[src/rtl/flappy_game_ctrl_if.sv]
// Signal bundle between the Flappy Bird game sequencer and its neighbours
// (VGA timing generator, button debouncer, pixel renderer, score display).
interface flappy_game_ctrl_if;
  logic        vsync;
  logic        flap;
  logic        collide;
  logic        pipe_passed;
  logic        frame_tick;
  logic [1:0]  state;
  logic [8:0]  bird_y;
  logic        scroll_en;
  logic [15:0] score;
  logic        game_over;

  // Environment side: drives sync, button and renderer feedback.
  modport master (
    output vsync, flap, collide, pipe_passed,
    input  frame_tick, state, bird_y, scroll_en, score, game_over
  );

  // Game sequencer side.
  modport slave (
    input  vsync, flap, collide, pipe_passed,
    output frame_tick, state, bird_y, scroll_en, score, game_over
  );
endinterface

[src/rtl/flappy_game_ctrl.sv]
// Frame-level game sequencer: derives a frame tick from vsync, runs the game
// FSM and bird vertical physics once per frame, and keeps a BCD score.
module flappy_game_ctrl #(
  parameter int unsigned SCREEN_H     = 480,
  parameter int unsigned BIRD_H       = 16,
  parameter int unsigned BIRD_Y0      = 240,
  parameter int unsigned GRAVITY      = 1,
  parameter int unsigned FLAP_VEL     = 8,
  parameter int unsigned VMAX         = 12,
  parameter int unsigned DEATH_FRAMES = 60
) (
  input logic               i_clk,
  input logic               i_clr,
  flappy_game_ctrl_if.slave io_bus
);

  typedef enum logic [1:0] {
    StIdle  = 2'd0,
    StPlay  = 2'd1,
    StDying = 2'd2,
    StOver  = 2'd3
  } state_e;

  localparam int unsigned        CntW     = $clog2(DEATH_FRAMES + 1);
  localparam logic [CntW-1:0]    CntLast  = CntW'(DEATH_FRAMES - 1);
  localparam logic [8:0]         FloorY   = 9'(SCREEN_H - BIRD_H);
  localparam logic signed [10:0] FloorS   = 11'(SCREEN_H - BIRD_H);
  localparam logic [8:0]         StartY   = 9'(BIRD_Y0);
  localparam logic [8:0]         LaunchY  = 9'(BIRD_Y0 - FLAP_VEL);
  localparam logic signed [5:0]  FlapVelN = 6'(0 - FLAP_VEL);
  localparam logic signed [6:0]  GravS    = 7'(GRAVITY);
  localparam logic signed [6:0]  VmaxS    = 7'(VMAX);

  logic r_vs_s1, r_vs_s2, r_vs_s3, r_frame_tick;
  logic r_fl_s1, r_fl_s2, r_fl_s3, r_flap_pending;

  state_e             r_state;
  logic [8:0]         r_bird_y;
  logic signed [5:0]  r_vel;
  logic [CntW-1:0]    r_cnt;
  logic [15:0]        r_score;
  logic               r_scroll_en;
  logic               r_game_over;

  logic               w_vs_fall;
  logic               w_fl_rise;
  logic signed [6:0]  w_vel_sum;
  logic signed [5:0]  w_vel_grav;
  logic signed [5:0]  w_vel_step;
  logic signed [10:0] w_y_sum;
  logic [8:0]         w_y_phys;
  logic signed [5:0]  w_vel_phys;
  logic               w_floor_hit;

  // Ripple BCD increment; callers keep the value below 9999.
  function automatic logic [15:0] bcd_inc(input logic [15:0] v);
    logic [15:0] r;
    logic        c;
    r = v;
    c = 1'b1;
    for (int i = 0; i < 4; i++) begin
      if (c) begin
        if (r[4*i +: 4] == 4'd9) begin
          r[4*i +: 4] = 4'd0;
        end else begin
          r[4*i +: 4] = r[4*i +: 4] + 4'd1;
          c = 1'b0;
        end
      end
    end
    return r;
  endfunction

  assign w_vs_fall = r_vs_s3 & ~r_vs_s2;
  assign w_fl_rise = r_fl_s2 & ~r_fl_s3;

  // Synchronise vsync and register its falling edge as the frame tick.
  always_ff @(posedge i_clk or negedge i_clr) begin
    if (!i_clr) begin
      r_vs_s1      <= 1'b1;
      r_vs_s2      <= 1'b1;
      r_vs_s3      <= 1'b1;
      r_frame_tick <= 1'b0;
    end else begin
      r_vs_s1      <= io_bus.vsync;
      r_vs_s2      <= r_vs_s1;
      r_vs_s3      <= r_vs_s2;
      r_frame_tick <= w_vs_fall;
    end
  end

  // Synchronise the button and latch one flap request per frame.
  always_ff @(posedge i_clk or negedge i_clr) begin
    if (!i_clr) begin
      r_fl_s1        <= 1'b1;
      r_fl_s2        <= 1'b1;
      r_fl_s3        <= 1'b1;
      r_flap_pending <= 1'b0;
    end else begin
      r_fl_s1 <= io_bus.flap;
      r_fl_s2 <= r_fl_s1;
      r_fl_s3 <= r_fl_s2;
      if (r_frame_tick) begin
        r_flap_pending <= 1'b0;
      end else if (w_fl_rise) begin
        r_flap_pending <= 1'b1;
      end
    end
  end

  // One physics step: new velocity, new row, clamp at ceiling and floor.
  always_comb begin
    w_vel_sum   = $signed({r_vel[5], r_vel}) + GravS;
    w_vel_grav  = (w_vel_sum > VmaxS) ? VmaxS[5:0] : w_vel_sum[5:0];
    w_vel_step  = (r_flap_pending && (r_state == StPlay)) ? FlapVelN : w_vel_grav;
    w_y_sum     = $signed({2'b00, r_bird_y}) + $signed({{5{w_vel_step[5]}}, w_vel_step});
    w_y_phys    = w_y_sum[8:0];
    w_vel_phys  = w_vel_step;
    w_floor_hit = 1'b0;
    if (w_y_sum < 11'sd0) begin
      w_y_phys   = '0;
      w_vel_phys = '0;
    end else if (w_y_sum >= FloorS) begin
      w_y_phys    = FloorY;
      w_floor_hit = 1'b1;
    end
  end

  // Game FSM advanced on frame ticks; score follows pipe pulses at clock rate.
  always_ff @(posedge i_clk or negedge i_clr) begin
    if (!i_clr) begin
      r_state     <= StIdle;
      r_bird_y    <= StartY;
      r_vel       <= '0;
      r_cnt       <= '0;
      r_score     <= '0;
      r_scroll_en <= 1'b0;
      r_game_over <= 1'b0;
    end else begin
      if (io_bus.pipe_passed && (r_state == StPlay) && (r_score != 16'h9999)) begin
        r_score <= bcd_inc(r_score);
      end
      if (r_frame_tick) begin
        unique case (r_state)
          StIdle: begin
            if (r_flap_pending) begin
              r_state     <= StPlay;
              r_score     <= '0;
              r_vel       <= FlapVelN;
              r_bird_y    <= LaunchY;
              r_scroll_en <= 1'b1;
            end
          end
          StPlay: begin
            if (io_bus.collide) begin
              // Collision freezes the bird for this tick and drops any pending flap.
              r_state     <= StDying;
              r_cnt       <= '0;
              r_scroll_en <= 1'b0;
            end else begin
              r_bird_y <= w_y_phys;
              r_vel    <= w_vel_phys;
              if (w_floor_hit) begin
                r_state     <= StDying;
                r_cnt       <= '0;
                r_scroll_en <= 1'b0;
              end
            end
          end
          StDying: begin
            r_bird_y <= w_y_phys;
            r_vel    <= w_vel_phys;
            if ((r_cnt == CntLast) || w_floor_hit) begin
              r_state     <= StOver;
              r_game_over <= 1'b1;
            end else begin
              r_cnt <= r_cnt + CntW'(1);
            end
          end
          StOver: begin
            if (r_flap_pending) begin
              r_state     <= StIdle;
              r_bird_y    <= StartY;
              r_vel       <= '0;
              r_game_over <= 1'b0;
            end
          end
          default: r_state <= StIdle;
        endcase
      end
    end
  end

  assign io_bus.frame_tick = r_frame_tick;
  assign io_bus.state      = r_state;
  assign io_bus.bird_y     = r_bird_y;
  assign io_bus.scroll_en  = r_scroll_en;
  assign io_bus.score      = r_score;
  assign io_bus.game_over  = r_game_over;

endmodule
[src/flat_wrapper.sv]
// flat-port wrapper written by rule: the top's interface ports become plain ports
module flappy_game_ctrl_flat 
#(
  parameter int unsigned SCREEN_H     = 480,
  parameter int unsigned BIRD_H       = 16,
  parameter int unsigned BIRD_Y0      = 240,
  parameter int unsigned GRAVITY      = 1,
  parameter int unsigned FLAP_VEL     = 8,
  parameter int unsigned VMAX         = 12,
  parameter int unsigned DEATH_FRAMES = 60
)
  (i_clk, i_clr, io_bus_vsync, io_bus_flap, io_bus_collide, io_bus_pipe_passed, io_bus_frame_tick, io_bus_state, io_bus_bird_y, io_bus_scroll_en, io_bus_score, io_bus_game_over);
  flappy_game_ctrl_if io_bus_i ();
  input logic i_clk;
  input logic i_clr;
  input wire logic [$bits(io_bus_i.vsync)-1:0] io_bus_vsync;
  input wire logic [$bits(io_bus_i.flap)-1:0] io_bus_flap;
  input wire logic [$bits(io_bus_i.collide)-1:0] io_bus_collide;
  input wire logic [$bits(io_bus_i.pipe_passed)-1:0] io_bus_pipe_passed;
  output wire logic [$bits(io_bus_i.frame_tick)-1:0] io_bus_frame_tick;
  output wire logic [$bits(io_bus_i.state)-1:0] io_bus_state;
  output wire logic [$bits(io_bus_i.bird_y)-1:0] io_bus_bird_y;
  output wire logic [$bits(io_bus_i.scroll_en)-1:0] io_bus_scroll_en;
  output wire logic [$bits(io_bus_i.score)-1:0] io_bus_score;
  output wire logic [$bits(io_bus_i.game_over)-1:0] io_bus_game_over;
  assign io_bus_i.vsync = io_bus_vsync;
  assign io_bus_i.flap = io_bus_flap;
  assign io_bus_i.collide = io_bus_collide;
  assign io_bus_i.pipe_passed = io_bus_pipe_passed;
  assign io_bus_frame_tick = io_bus_i.frame_tick;
  assign io_bus_state = io_bus_i.state;
  assign io_bus_bird_y = io_bus_i.bird_y;
  assign io_bus_scroll_en = io_bus_i.scroll_en;
  assign io_bus_score = io_bus_i.score;
  assign io_bus_game_over = io_bus_i.game_over;
  flappy_game_ctrl #(.SCREEN_H(SCREEN_H), .BIRD_H(BIRD_H), .BIRD_Y0(BIRD_Y0), .GRAVITY(GRAVITY), .FLAP_VEL(FLAP_VEL), .VMAX(VMAX), .DEATH_FRAMES(DEATH_FRAMES)) u_core (.i_clk(i_clk), .i_clr(i_clr), .io_bus(io_bus_i));
endmodule
[config.mk]
export PLATFORM = sky130hd
export DESIGN_NAME = flappy_game_ctrl_flat
export DESIGN_NICKNAME = d
export VERILOG_FILES = /design/src/rtl/flappy_game_ctrl_if.sv /design/src/rtl/flappy_game_ctrl.sv /design/src/flat_wrapper.sv
export SDC_FILE = /design/constraint.sdc
export NUM_CORES = 1
export LEC_CHECK = 0
export CAP_MARGIN = 20
export CORE_ASPECT_RATIO = 1.2
export CORE_MARGIN = 2
export CORE_UTILIZATION = 50
export CTS_BUF_LIST = sky130_fd_sc_hd__clkbuf_8
export DETAILED_ROUTE_END_ITERATION = 10
export GPL_TIMING_DRIVEN = 0
export PLACE_DENSITY = 0.76
export RECOVER_POWER = 100
export SETUP_SLACK_MARGIN = 0.1
export SYNTH_ARGS = -nofsm -noshare
export SYNTH_HDL_FRONTEND = slang
export SYNTH_SLANG_ARGS = --single-unit
[constraint.sdc]
create_clock -name i_clk -period 7.42 [get_ports i_clk]
set_clock_uncertainty 0.15 [all_clocks]
set_input_delay 1.484 -clock i_clk [delete_from_list [all_inputs] [get_ports i_clk]]
set_output_delay 1.484 -clock i_clk [all_outputs]
set_load 0.01 [all_outputs]
# ---- Yosys cells after proc, flatten, opt, wreduce, memory -nomap -nowiden
# Index checks and enable logic that the tools add are counted.
# W data, S select, Z words.
dict set report word_totals {
  reg_bits 49
  inputBits 6
  output_inout_bits 30
  wordCells 111
}
dict set report classes {
  add_sub_neg 7
  order_cmp 3
  n_eq_ne 15
  n_mux 53
  bitwise_logic 4
  reduce_logical 14
}
# cell count
set ops {}
lappend ops {{$mux W16} 4}
lappend ops {{$mux W6} 9}
lappend ops {{$mux W9} 5}
lappend ops {{$pmux W9 S4} 1}
lappend ops {{$mux W4} 7}
lappend ops {{$pmux W6 S4} 1}
lappend ops {{$mux W1} 17}
lappend ops {{$add A4 B1 Y4 const B} 4}
lappend ops {{$eq A4 B4 Y1 const B} 4}
lappend ops {{$ne A16 B16 Y1 const B} 1}
lappend ops {{$reduce_and A4 Y1} 4}
lappend ops {{$pmux W6 S2} 1}
lappend ops {{$add A10 B6 Y11} 1}
lappend ops {{$ge A11 B10 Y1 const B} 1}
lappend ops {{$lt A11 B1 Y1 const B} 1}
lappend ops {{$mux W2} 5}
lappend ops {{$pmux W2 S4} 1}
lappend ops {{$reduce_bool A2 Y1} 4}
lappend ops {{$add A6 B2 Y7 const B} 1}
lappend ops {{$gt A7 B5 Y1 const B} 1}
lappend ops {{$add A6 B1 Y6 const B} 1}
lappend ops {{$eq A6 B6 Y1 const B} 1}
lappend ops {{$ne A2 B1 Y1 const B} 3}
lappend ops {{$reduce_and A5 Y1} 1}
lappend ops {{other kinds (10)} 17}

# ---- Longest topological paths before layout
# Gate-level depths: netlist (run 1).
dict set report logic_depth {
  depth_word 13
  ltp_mapped 19
  mapped_depth_nobuf 19
}

# ---- Worst setup path after synthesis (run 1)
# OpenSTA, ideal clock, no wires.
dict set report synth_path {
  kind {register to register}
  startpoint {reg u_core.r_vel[0]}
  endpoint {reg u_core.r_bird_y[1], in the netlist u_core.io_bus.bird_y[1]}
  setup_ns 0.066
  t_arrival_ns 4.041
  required_ns 7.204
  setup_slack_ns 3.163
  path_stages_with_launch 19
  path_buffers 0
  synth_period_minus_slack_ns 4.257
  cell_sequence {dfrtp_1 > ha_1 > nand3_1 > or2_2 > a22oi_1 > o22ai_1 > a21oi_1 > nor2b_1 > ha_1 > fa_1 > nand3_1 > a31o_2 > a21oi_1 > a21o_1 > ha_1 > nor2b_1 > nor3b_1 > and2_1 > a22o_1}
}
dict set report synth_via {
  elab_chain_cells 10
  elab_cells_between_ends 11
  cone_classes {2 x add/sub; 3 x order compare; 6 x mux}
}
# item line
set synth_lines {}
lappend synth_lines {{start: declaration} flappy_game_ctrl.sv:39} ;# logic signed [5:0] r_vel;
lappend synth_lines {{start signal: assignment} flappy_game_ctrl.sv:149} ;# r_vel <= FlapVelN;
lappend synth_lines {{start signal: assignment} flappy_game_ctrl.sv:162} ;# r_vel <= w_vel_phys;
lappend synth_lines {{start signal: assignment} flappy_game_ctrl.sv:172} ;# r_vel <= w_vel_phys;
lappend synth_lines {{$add A6 B2 Y7 (*)} flappy_game_ctrl.sv:113} ;# w_vel_sum = $signed({r_vel[5], r_vel}) + GravS;
lappend synth_lines {{$gt A7 B5 Y1} flappy_game_ctrl.sv:114} ;# w_vel_grav = (w_vel_sum > VmaxS) ? VmaxS[5:0] : w_vel_sum[5:0];
lappend synth_lines {{$mux W6 (*)} flappy_game_ctrl.sv:114}
lappend synth_lines {{$mux W6 (*)} flappy_game_ctrl.sv:115} ;# w_vel_step = (r_flap_pending && (r_state == StPlay)) ? FlapVelN : w_vel_grav;
lappend synth_lines {{$add A10 B6 Y11 (*)} flappy_game_ctrl.sv:116} ;# w_y_sum = $signed({2'b00, r_bird_y}) + $signed({{5{w_vel_step[5]}}, w_vel_step});
lappend synth_lines {{$ge A11 B10 Y1} flappy_game_ctrl.sv:123} ;# end else if (w_y_sum >= FloorS) begin
lappend synth_lines {{$mux W9} flappy_game_ctrl.sv:123}
lappend synth_lines {{$mux W9 (*)} flappy_game_ctrl.sv:120} ;# if (w_y_sum < 11'sd0) begin
lappend synth_lines {{$mux W9} flappy_game_ctrl.sv:155} ;# if (io_bus.collide) begin
lappend synth_lines {{$pmux W9 S4 (*)} flappy_game_ctrl.sv:144} ;# unique case (r_state)
lappend synth_lines {{end signal: assignment} flappy_game_ctrl.sv:133} ;# r_bird_y <= StartY;
lappend synth_lines {{end signal: assignment} flappy_game_ctrl.sv:150} ;# r_bird_y <= LaunchY;
lappend synth_lines {{end signal: assignment} flappy_game_ctrl.sv:161} ;# r_bird_y <= w_y_phys;
lappend synth_lines {{end: declaration} flappy_game_ctrl.sv:38} ;# logic [8:0] r_bird_y;
# Mark *: on every way between the ends. The rest lies on a longest branch, timed or not. The select of a mux whose other input is x is not followed.
# A chain may end at the register's enable or synchronous reset.

# ---- Final worst setup path (run 1)
dict set report layout_path {
  startpoint {reg u_core.r_vel[0]}
  endpoint {reg u_core.r_bird_y[0], in the netlist u_core.io_bus.bird_y[0]}
}
# Same word-level chain as after synthesis.

==> results of run 1 <==
-- where the power goes --
group          internal (mW)  switching, mW
Combinational          0.428          0.593
Sequential             0.349         0.0769
Clock                 0.0745         0.0885
-- layout make-up --
cell class	instances	area, um2	share of cell area (%)
buffer	10	46.29	1.275
clock buffer	6	82.58	2.274
clock inverter	2	11.26	0.3101
inverter	16	60.06	1.654
multi-input combinational	250	1742	47.97
sequential	49	1239	34.11
tap	82	102.6	2.826
timing repair buffer	36	347.8	9.580
-- worst max-delay path: stages (launching register included) --
cell     delay, ps
dfrtp_1        440
ha_1           260
nand3_1        140
or2_2          310
a22oi_1        190
o22ai_1        140
a21oi_1        280
nor2b_1        190
ha_1           230
fa_1           230
nand3_1        110
a31o_2         270
a21oi_1        210
a21o_1         170
ha_1           270
nor2b_1        400
nor3b_1        730
and2_0         290
a22o_1         150
-- routing by layer --
| layer | part of all wire (%) | up-vias |
|---|---|---|
| li1 | - | 1255 |
| met1 | 47 | 1220 |
| met2 | 48 | 54 |
| met3 | 3.9 | 7 |
| met4 | 1.1 | 0 |
| met5 | 0 | - |
-- per-stage QoR --
step	utilization, %	setup WS, ps
3_3_place_gp	59.16	2355
3_5_place_dp	59.41	2285
2_1_floorplan	-	3163
4_1_cts	60.96	2240
6_report	60.01	2200
5_1_grt	60.01	1708
-- logic make-up after synthesis --
logic type | after synthesis
XOR/XNOR | 17
multiplexers | 4
AND/OR/NAND/NOR | 116
buffers and inverters | 26
AO/OA/AOI/OAI | 93
adder cells (fa/ha/maj) | 20
flip-flops | 49
-- worst max path at each step --
stage / cells past startpoint / endpoint / slack, ps
6_report: 18 / u_core.io_bus.bird_y[0] / 2200
5_1_grt: 18 / u_core.io_bus.bird_y[1] / 1710
4_1_cts: 18 / u_core.io_bus.bird_y[0] / 2240
3_5_place_dp: 18 / u_core.io_bus.bird_y[0] / 2290
3_3_place_gp: 18 / u_core.io_bus.bird_y[0] / 2350
2_1_floorplan: 18 / u_core.io_bus.bird_y[1] / 3160
-- flip-flops by register name, summed over array words and instances, names as in the netlist, 2 cells and up --
register              count
u_core.io_bus.score      16
u_core.io_bus.bird_y      9
u_core.r_cnt              6
u_core.r_vel              6
u_core.io_bus.state       2
-- cell usage in the layout (no fill, tap or decap), types with 9 or more instances in the layout --
cell,n
nor3_1,9
nand2_1,22
dlygate4sd3_1,33
inv_1,17
ha_1,19
clkbuf_1,10
nor2_1,24
o21ai_0,19
nor2b_1,10
nand3_1,13
dfstp_2,9
a21oi_1,25
xor2_1,9
nor3b_1,9
dfrtp_1,39
==> metrics, run 1 <==
worst hold stages 0; routing usage on met1 25.16%; area share of fa/ha/maj cells after synthesis 8.243%; Min Hold Slack around 210 ps; CP startpoint u_core.r_vel[0]; Synth top area share between 30 and 40%; leakage ~1.6 nW; Die Width between 70 and 80 um; first-pass GRT wire length 11,100 um; io pins 36; commonest register cell after synthesis dfrtp_1; H-tree depth 2; GR Layer Usage met2 between 30 and 40%; Worst-Skew Late Latency 300 ps; combinational family with the most area after synthesis compound AO/OA/AOI/OAI gates; Post-CTS Hold Buffers 0; DRT antenna net count 0; headroom to the max-slew limit -40.19%; FP Rows 31; Layout Cells excl Fill between 400 and 500; final period utilization a little over two thirds; Top Usage Layer GRT met2; synth warn 0; clk buf depth 2; Simple-Gate Fraction of Synth Area between 20% and 30%; Setup TNS 0 ps; post-synthesis mux area share between 1 and 1.5%; reg2reg setup slack approximately 2200 ps; RSZ-0062 raised after global routing no; Worst Max-Slew Pin Slew between 2000 and 2500 ps; Initial Util 51.67%; Yosys reg bits a little under 50; synth top area cells dfrtp_1 (31%), dfstp_2 (8.4%), ha_1 (7.6%), a21oi_1 (3.8%), o21ai_0 (2.9%); worst r2r src u_core.r_vel[0]; CP required around 7500 ps; CP arrival ~5300 ps; Synth Area in Compound Gates 22.57%; cts repair resizes 0; PwrDens 443.5 nW/um2; Min-Delay Endpoint u_core.r_fl_s2; Fin. Hold Viols 0; HPWL Detailed just under 5000 um; synthesized area approximately 3100 um2; commonest cells in the netlist dfrtp_1 (39), a21oi_1 (24), nor2_1 (24), nand2_1 (22), ha_1 (19); die area a little under 7000 um2; Synth async-reset ratio between 90% and 100%; FF-to-FF End u_core.io_bus.bird_y[0]; Placer Congestion approximately 0.82; I/O Buffers 35; share of layout cells above drive strength 1 under 10%; vias in the first global route ~2,500; Placed Cells 443; worst hold start u_core.r_fl_s1; Post-Synth XOR/XNOR Area 4.762%; final global-route overflow total 0; Distinct cells, synth 60; Iter 0 DRT Violations between 100 and 150; synthesized netlist net count about 350; layout net count roughly 400; initial antenna violation count 0; post-synth top area cell dfrtp_1; CTS Root Buffer Type clkbuf_8; Worst Reg-to-Reg Cells 18; placed cell area about 3600 um2; Filler cells ~560; area grow syn2layout 16.13%; Sinks on Clock Net slightly below 50; # Max-Cap Violations 1; Syn Area/Cell about 9.6 um2; TritonCTS clock tree done; fmax roughly 0.19 GHz; Slew Limit Fails 41; clk slew on worst S/H paths about 90 ps; cts bufs inserted 5; core area just over 6000 um2; failing checks capacitance limit, slew limit; DRC viols 0; DR WL/cell 14.40 um; Final Instance Area ~3600 um2; Post-synth EDFFs 0; nature of the critical path startpoint flip-flop; Final Setup Violations 0; sequential share of the synthesized area between 30% and 40%; crit-path max FO 7; DR pass1 iterations 5; Tot GR Track Use slightly below 20%; most frequent cell after synthesis dfrtp_1; status finished, violations left; IR drop worst, VDD 216.6 uV; met3 track demand over resource ~3.1%; Final Power about 1.6 mW; final WL roughly 6500 um; Worst Hold Class flip-flop to flip-flop; routed vias/inst 5.623; n_diodes 0; Die Height around 91 um; minimum clock period ~5200 ps; Crit Path Class flip-flop to flip-flop; total number of vias 2,536; endpoint type of the worst setup path flip-flop; Cells after Synth 325; setup bufs post-CTS 0; largest net degree at the start of global routing just over 40
No activity file was read; power rests on OpenSTA's default activity.
==> run 2, diff against run 1 <==
PLACE_DENSITY = 0.79   (was 0.76)
clock period = 4.75 ns   (was 7.42 ns; I/O delays follow)
==> metrics, run 2 (same netlist as run 1, synthesis figures left out) <==
status finished, violations left; failing checks capacitance limit, slew limit; most frequent CP cell ha_1; CTS Root Buffer Type clkbuf_8; endpoint type of the worst setup path flip-flop; first-pass GRT wire length 11,880 um (+7.1%); DR pass1 iterations 4 (-1); Placer Congestion 0.8379 (+1.6%); clk slew on worst S/H paths 100 ps (about the same); fmax 0.2236 GHz (+17%); slowest cell on the critical path dfrtp_2; vias in the first global route 2,626 (+6.8%); nature of the critical path startpoint flip-flop; crit-path cells ha_1 > nand4b_1 > mux2i_1 > a22oi_1 > o22ai_1 > a21oi_2 > nor2b_1 > ha_1 > fa_1 > nand3_1 > a31o_2 > a21oi_2 > a21o_1 > ha_1 > nor2b_1 > nor3b_2 > o31a_1 > o21a_4 > o211ai_1; RSZ-0062 raised after global routing no; Clock Power Share 11.7% (+1.6 points); PwrDens 715.6 nW/um2 (+61%); Placed Cells 443 (unchanged); minimum clock period 4471 ps (-748.6 ps); Post-CTS Hold Buffers 0 (unchanged); Initial Util 51.67% (unchanged); cell internal pwr 1.425 mW (+67%); area grow syn2layout 18.85%; Sinks on Clock Net 49 (unchanged); final global-route overflow total 0 (unchanged); Min Hold Slack 216.1 ps (+6.105 ps); CP bufs+invs 0 (unchanged); n_diodes 0 (unchanged); routed vias/inst 5.678 (+0.97%); FP Rows 31 (unchanged); CP required 4790 ps (-2730 ps); leakage 1.687 nW (+2.3%); IR drop worst, VDD 309.3 uV (+43%); # Max-Cap Violations 1 (unchanged); HPWL Detailed 5177 um (+5.3%); Worst Max-Slew Pin Slew 1603 ps (-499.5 ps); Final Setup Violations 0 (unchanged); Worst Hold Class flip-flop to flip-flop; total number of vias 2,572 (+1.4%); Die Height 90.63 um (unchanged); Fin. Hold Viols 0 (unchanged); core area 6051 um2 (unchanged); I/O Buffers 35 (unchanged); Final Power 2.659 mW (+65%); share of layout cells above drive strength 1 12.40% (+2.9 points); DR WL/cell 15.26 um (+5.9%); headroom to the max-slew limit -6.888% (+33 points); sw power 1.234 mW (+63%); Setup TNS 0 ps (unchanged); Worst-Skew Late Latency 310 ps (about the same); switching share of power 46.40% (-0.70 points); DRT antenna net count 0 (unchanged); commonest non-fill, non-tap cell in the layout dfrtp_1; final period utilization 94.13% (+24 points); Top delay family on crit path compound AO/OA/AOI/OAI gates; die area 6905 um2 (unchanged); sequential share of power 25.2% (-1.2 points); Layout Cells excl Fill 453 (+0.44%); final WL 6911 um (+6.4%); Filler cells 527 (-5.0%); Iter 0 DRT Violations 112 (+2.8%); Die Width 76.19 um (unchanged); cts bufs inserted 5 (unchanged); Crit Path Class flip-flop to flip-flop; TritonCTS clock tree done; leading cell types in the layout, fill and taps excluded dfrtp_1 (38), dlygate4sd3_1 (32), nor2_1 (24); Tot GR Track Use 21.16% (+1.7 points); largest net degree at the start of global routing 30 (-27%); clk buf depth 2 (unchanged); crit-path max FO 6 (-1); crit-path max cell delay 450 ps (-280 ps); DRC viols 0 (unchanged); Slew Limit Fails 30 (-27%); max reg flops 16 (unchanged); io pins 36 (unchanged); H-tree depth 2 (unchanged); CP arrival 4510 ps (-810 ps); power share of the combinational group 63.0% (-0.4 points); layout net count 396 (+0.51%); initial antenna violation count 0 (unchanged)
[run 2: power by group through the flow]
stage / Combinational [mW] / Clock (mW) / Sequential (mW)
floorplan: 1.22 / 0 / 0.680
global placement: 1.61 / 0 / 0.669
detailed placement: 1.67 / 0 / 0.677
CTS: 1.70 / 0.320 / 0.672
global route: 1.85 / 0.332 / 0.690
finish: 1.68 / 0.312 / 0.670
[run 2: routing by layer]
layer / share of wire [%] / GRT usage [%] / vias to the layer above
li1: - / - / 1263
met1: 42 / 24.14 / 1247
met2: 52 / 38.84 / 52
met3: 4.0 / 4.000 / 10
met4: 1.7 / 8.333 / 0
met5: 0 / 0 / -
[run 2: worst paths after layout]
path | cells after the start | endpoint | from | slack, ps
min reg2reg | 0 | u_core.r_vs_s2 | u_core.r_vs_s1 | 220
max in group asynchronous | 2 | u_core.r_vel[0] | i_clr | 1660
min in group asynchronous | 1 | u_core.r_cnt[5] | i_clr | 650
min | 0 | u_core.r_vs_s2 | u_core.r_vs_s1 | 220
max | 19 | u_core.r_cnt[4] | u_core.r_vel[0] | 280
max reg2reg | 19 | u_core.r_cnt[4] | u_core.r_vel[0] | 280
[run 2: cell type report]
class | count | area [um2] | share of cell area, %
multi-input cells | 250 | 1788 | 48.11
flip-flops and latches | 49 | 1240 | 33.37
repair buffers | 38 | 362.8 | 9.764
well taps | 82 | 102.6 | 2.761
clock buffers | 6 | 82.58 | 2.222
inverters | 16 | 60.06 | 1.616
plain buffers | 10 | 46.29 | 1.246
clock inverters | 2 | 33.78 | 0.9091
[run 2: repair_timing]
action,CTS,global route
setup buffers,0,2
gates resized for setup,4,4
hold endpoints to repair,0,0
pin swaps,0,0
setup endpoints to repair,14,15
[run 2: metrics by stage]
step	area [um2]	utilization (%)	worst slack [ps]
6_report	3716	61.41	278.7
5_1_grt	3716	61.41	53.19
4_1_cts	3729	61.62	109.6
3_5_place_dp	3595	59.41	-350.1
3_3_place_gp	3580	59.16	-256.2
2_1_floorplan	3127	-	493.1
==> run 3, diff against run 2 <==
PLACE_DENSITY = 0.72   (was 0.79)
clock period = 4.35 ns   (was 4.75 ns; I/O delays follow)
==> metrics, run 3 (same netlist as run 1, synthesis figures left out) <==
fmax 0.2412 GHz (+7.9%); commonest non-fill, non-tap cell in the layout dfrtp_1; largest net degree at the start of global routing 30 (unchanged); RSZ-0062 raised after global routing no; Final Power 3.187 mW (+20%); Final Core Density 65.55% (+4.1 points); DRC viols 0 (unchanged); status finished, violations left; cts bufs inserted 5 (unchanged); TritonCTS clock tree done; Worst-Skew Late Latency 300 ps (about the same); cell internal pwr 1.741 mW (+22%); leakage 1.769 nW (+4.8%); PnR worst setup slack 204.5 ps (-74.19 ps); nature of the critical path startpoint flip-flop; Worst Hold Class flip-flop to flip-flop; initial antenna violation count 0 (unchanged); Clock Power Share 10.3% (-1.4 points); leading cell types in the layout, fill and taps excluded dfrtp_1 (39), dlygate4sd3_1 (32), nor2_1 (24); total number of vias 2,675 (+4.0%); slowest cell on the critical path dfrtp_1; Slew Limit Fails 30 (unchanged); H-tree depth 2 (unchanged); final global-route overflow total 0 (unchanged); FP Rows 31 (unchanged); reg2reg setup slack 200 ps (-70 ps); routed vias/inst 5.716 (+0.67%); final period utilization 95.30% (+1.2 points); HPWL Detailed 5114 um (-1.2%); Crit Path Class flip-flop to flip-flop; clk slew on worst S/H paths 90 ps (about the same); crit-path cells buf_4 > buf_4 > nand4b_1 > mux2i_1 > a22oi_2 > o22ai_2 > a21oi_2 > buf_4 > and2_4 > ha_1 > a211oi_4 > o211ai_2 > a221oi_2 > o211ai_1 > nor2_4 > o21bai_2 > a21oi_2 > mux2_2; crit-path max FO 4 (-2); Worst Max-Slew Pin Slew 1614 ps (+10.64 ps); Fin. Hold Viols 0 (unchanged); endpoint type of the worst setup path flip-flop; clk buf depth 2 (unchanged); first-pass GRT wire length 12,190 um (+2.6%); Layout Cells excl Fill 468 (+3.3%); pre-CTS setup slack -462.5 ps (-112.4 ps); register area 1239 um2 (-0.10%); PwrDens 803.6 nW/um2 (+12%); failing checks capacitance limit, slew limit; headroom to the max-slew limit -7.597% (-0.71 points); sw power 1.446 mW (+17%); multi-input logic area 1936 um2 (+8.3%); IR drop worst, VDD 363.1 uV (+17%); power share of the combinational group 66.5% (+3.5 points); Initial Util 51.67% (unchanged); layout net count 411 (+3.8%); n_diodes 0 (unchanged); Post-CTS Hold Buffers 0 (unchanged); die area 6905 um2 (unchanged); core area 6051 um2 (unchanged); CP arrival 4190 ps (-320 ps); area grow syn2layout 26.85%; I/O Buffers 35 (unchanged); Placed Cells 443 (unchanged); max reg flops 16 (unchanged); Die Height 90.63 um (unchanged); Top delay family on crit path compound AO/OA/AOI/OAI gates; CP bufs+invs 3 (+3); Placer Congestion 0.8523 (+1.7%); # Max-Cap Violations 1 (unchanged); Die Width 76.19 um (unchanged); CTS Root Buffer Type clkbuf_8; Iter 0 DRT Violations 69 (-38%); Filler cells 514 (-2.5%); minimum clock period 4146 ps (-325.8 ps); switching share of power 45.36% (-1.0 points); Sinks on Clock Net 49 (unchanged); most frequent CP cell buf_4; DR pass1 iterations 4 (unchanged); Setup TNS 0 ps (unchanged); DRT antenna net count 0 (unchanged); Final Setup Violations 0 (unchanged); io pins 36 (unchanged); Tot GR Track Use 21.26% (+0.10 points); sequential share of power 23.1% (-2.1 points); share of layout cells above drive strength 1 19.95% (+7.5 points); CP required 4390 ps (-400 ps); vias in the first global route 2,666 (+1.5%); DR WL/cell 15.34 um (+0.53%); final WL 7178 um (+3.9%); crit-path max cell delay 430 ps (-20 ps)
[run 3: path summary, 6_finish.rpt]
kind,start,end,cells after the start
max,u_core.r_vel[0],u_core.io_bus.state[1],18
max in group asynchronous,i_clr,u_core.io_bus.score[5],2
max reg2reg,u_core.r_vel[0],u_core.io_bus.state[1],18
min in group asynchronous,i_clr,u_core.io_bus.bird_y[8],1
min,u_core.r_fl_s1,u_core.r_fl_s2,0
min reg2reg,u_core.r_fl_s1,u_core.r_fl_s2,0
[run 3: per-stage QoR]
| stage | hold WS (ps) | instance area, um2 |
|---|---|---|
| global placement | 196.3 | 3585 |
| CTS | 212.1 | 3832 |
| detailed placement | 198.5 | 3600 |
| global route | 224.9 | 3966 |
| floorplan | 195.2 | 3132 |
| finish | 215.5 | 3966 |
[run 3: power by group through the flow]
| stage | Combinational (mW) | Clock, mW | Sequential [mW] |
|---|---|---|---|
| global placement | 1.78 | 0 | 0.732 |
| global route | 2.33 | 0.361 | 0.760 |
| detailed placement | 1.82 | 0 | 0.740 |
| finish | 2.12 | 0.329 | 0.737 |
| CTS | 1.93 | 0.340 | 0.730 |
| floorplan | 1.33 | 0 | 0.743 |
[run 3: layer usage]
metal	wire length (um)	GRT usage, %	up-vias
met1	2992	25.50	1314
met2	3801	38.62	57
met3	266	3.400	13
met4	119	7.273	0
met5	0	0	-
li1	-	-	1291
[run 3: area by class of cell]
class                           instances  share of cell area (%)
Clock inverter                          3                   1.073
Clock buffer                            5                   1.735
Buffer                                 10                   1.167
Timing Repair Buffer                   53                   11.89
Tap cell                               82                   2.587
Sequential cell                        49                   31.23
Inverter                               16                   1.514
Multi-Input combinational cell        250                   48.80
[run 3: timing repair]
item	4_1_cts	5_1_grt
setup endpoints to repair	24	15
gates resized for setup	12	19
pin swaps	2	13
buffers inserted	10	7
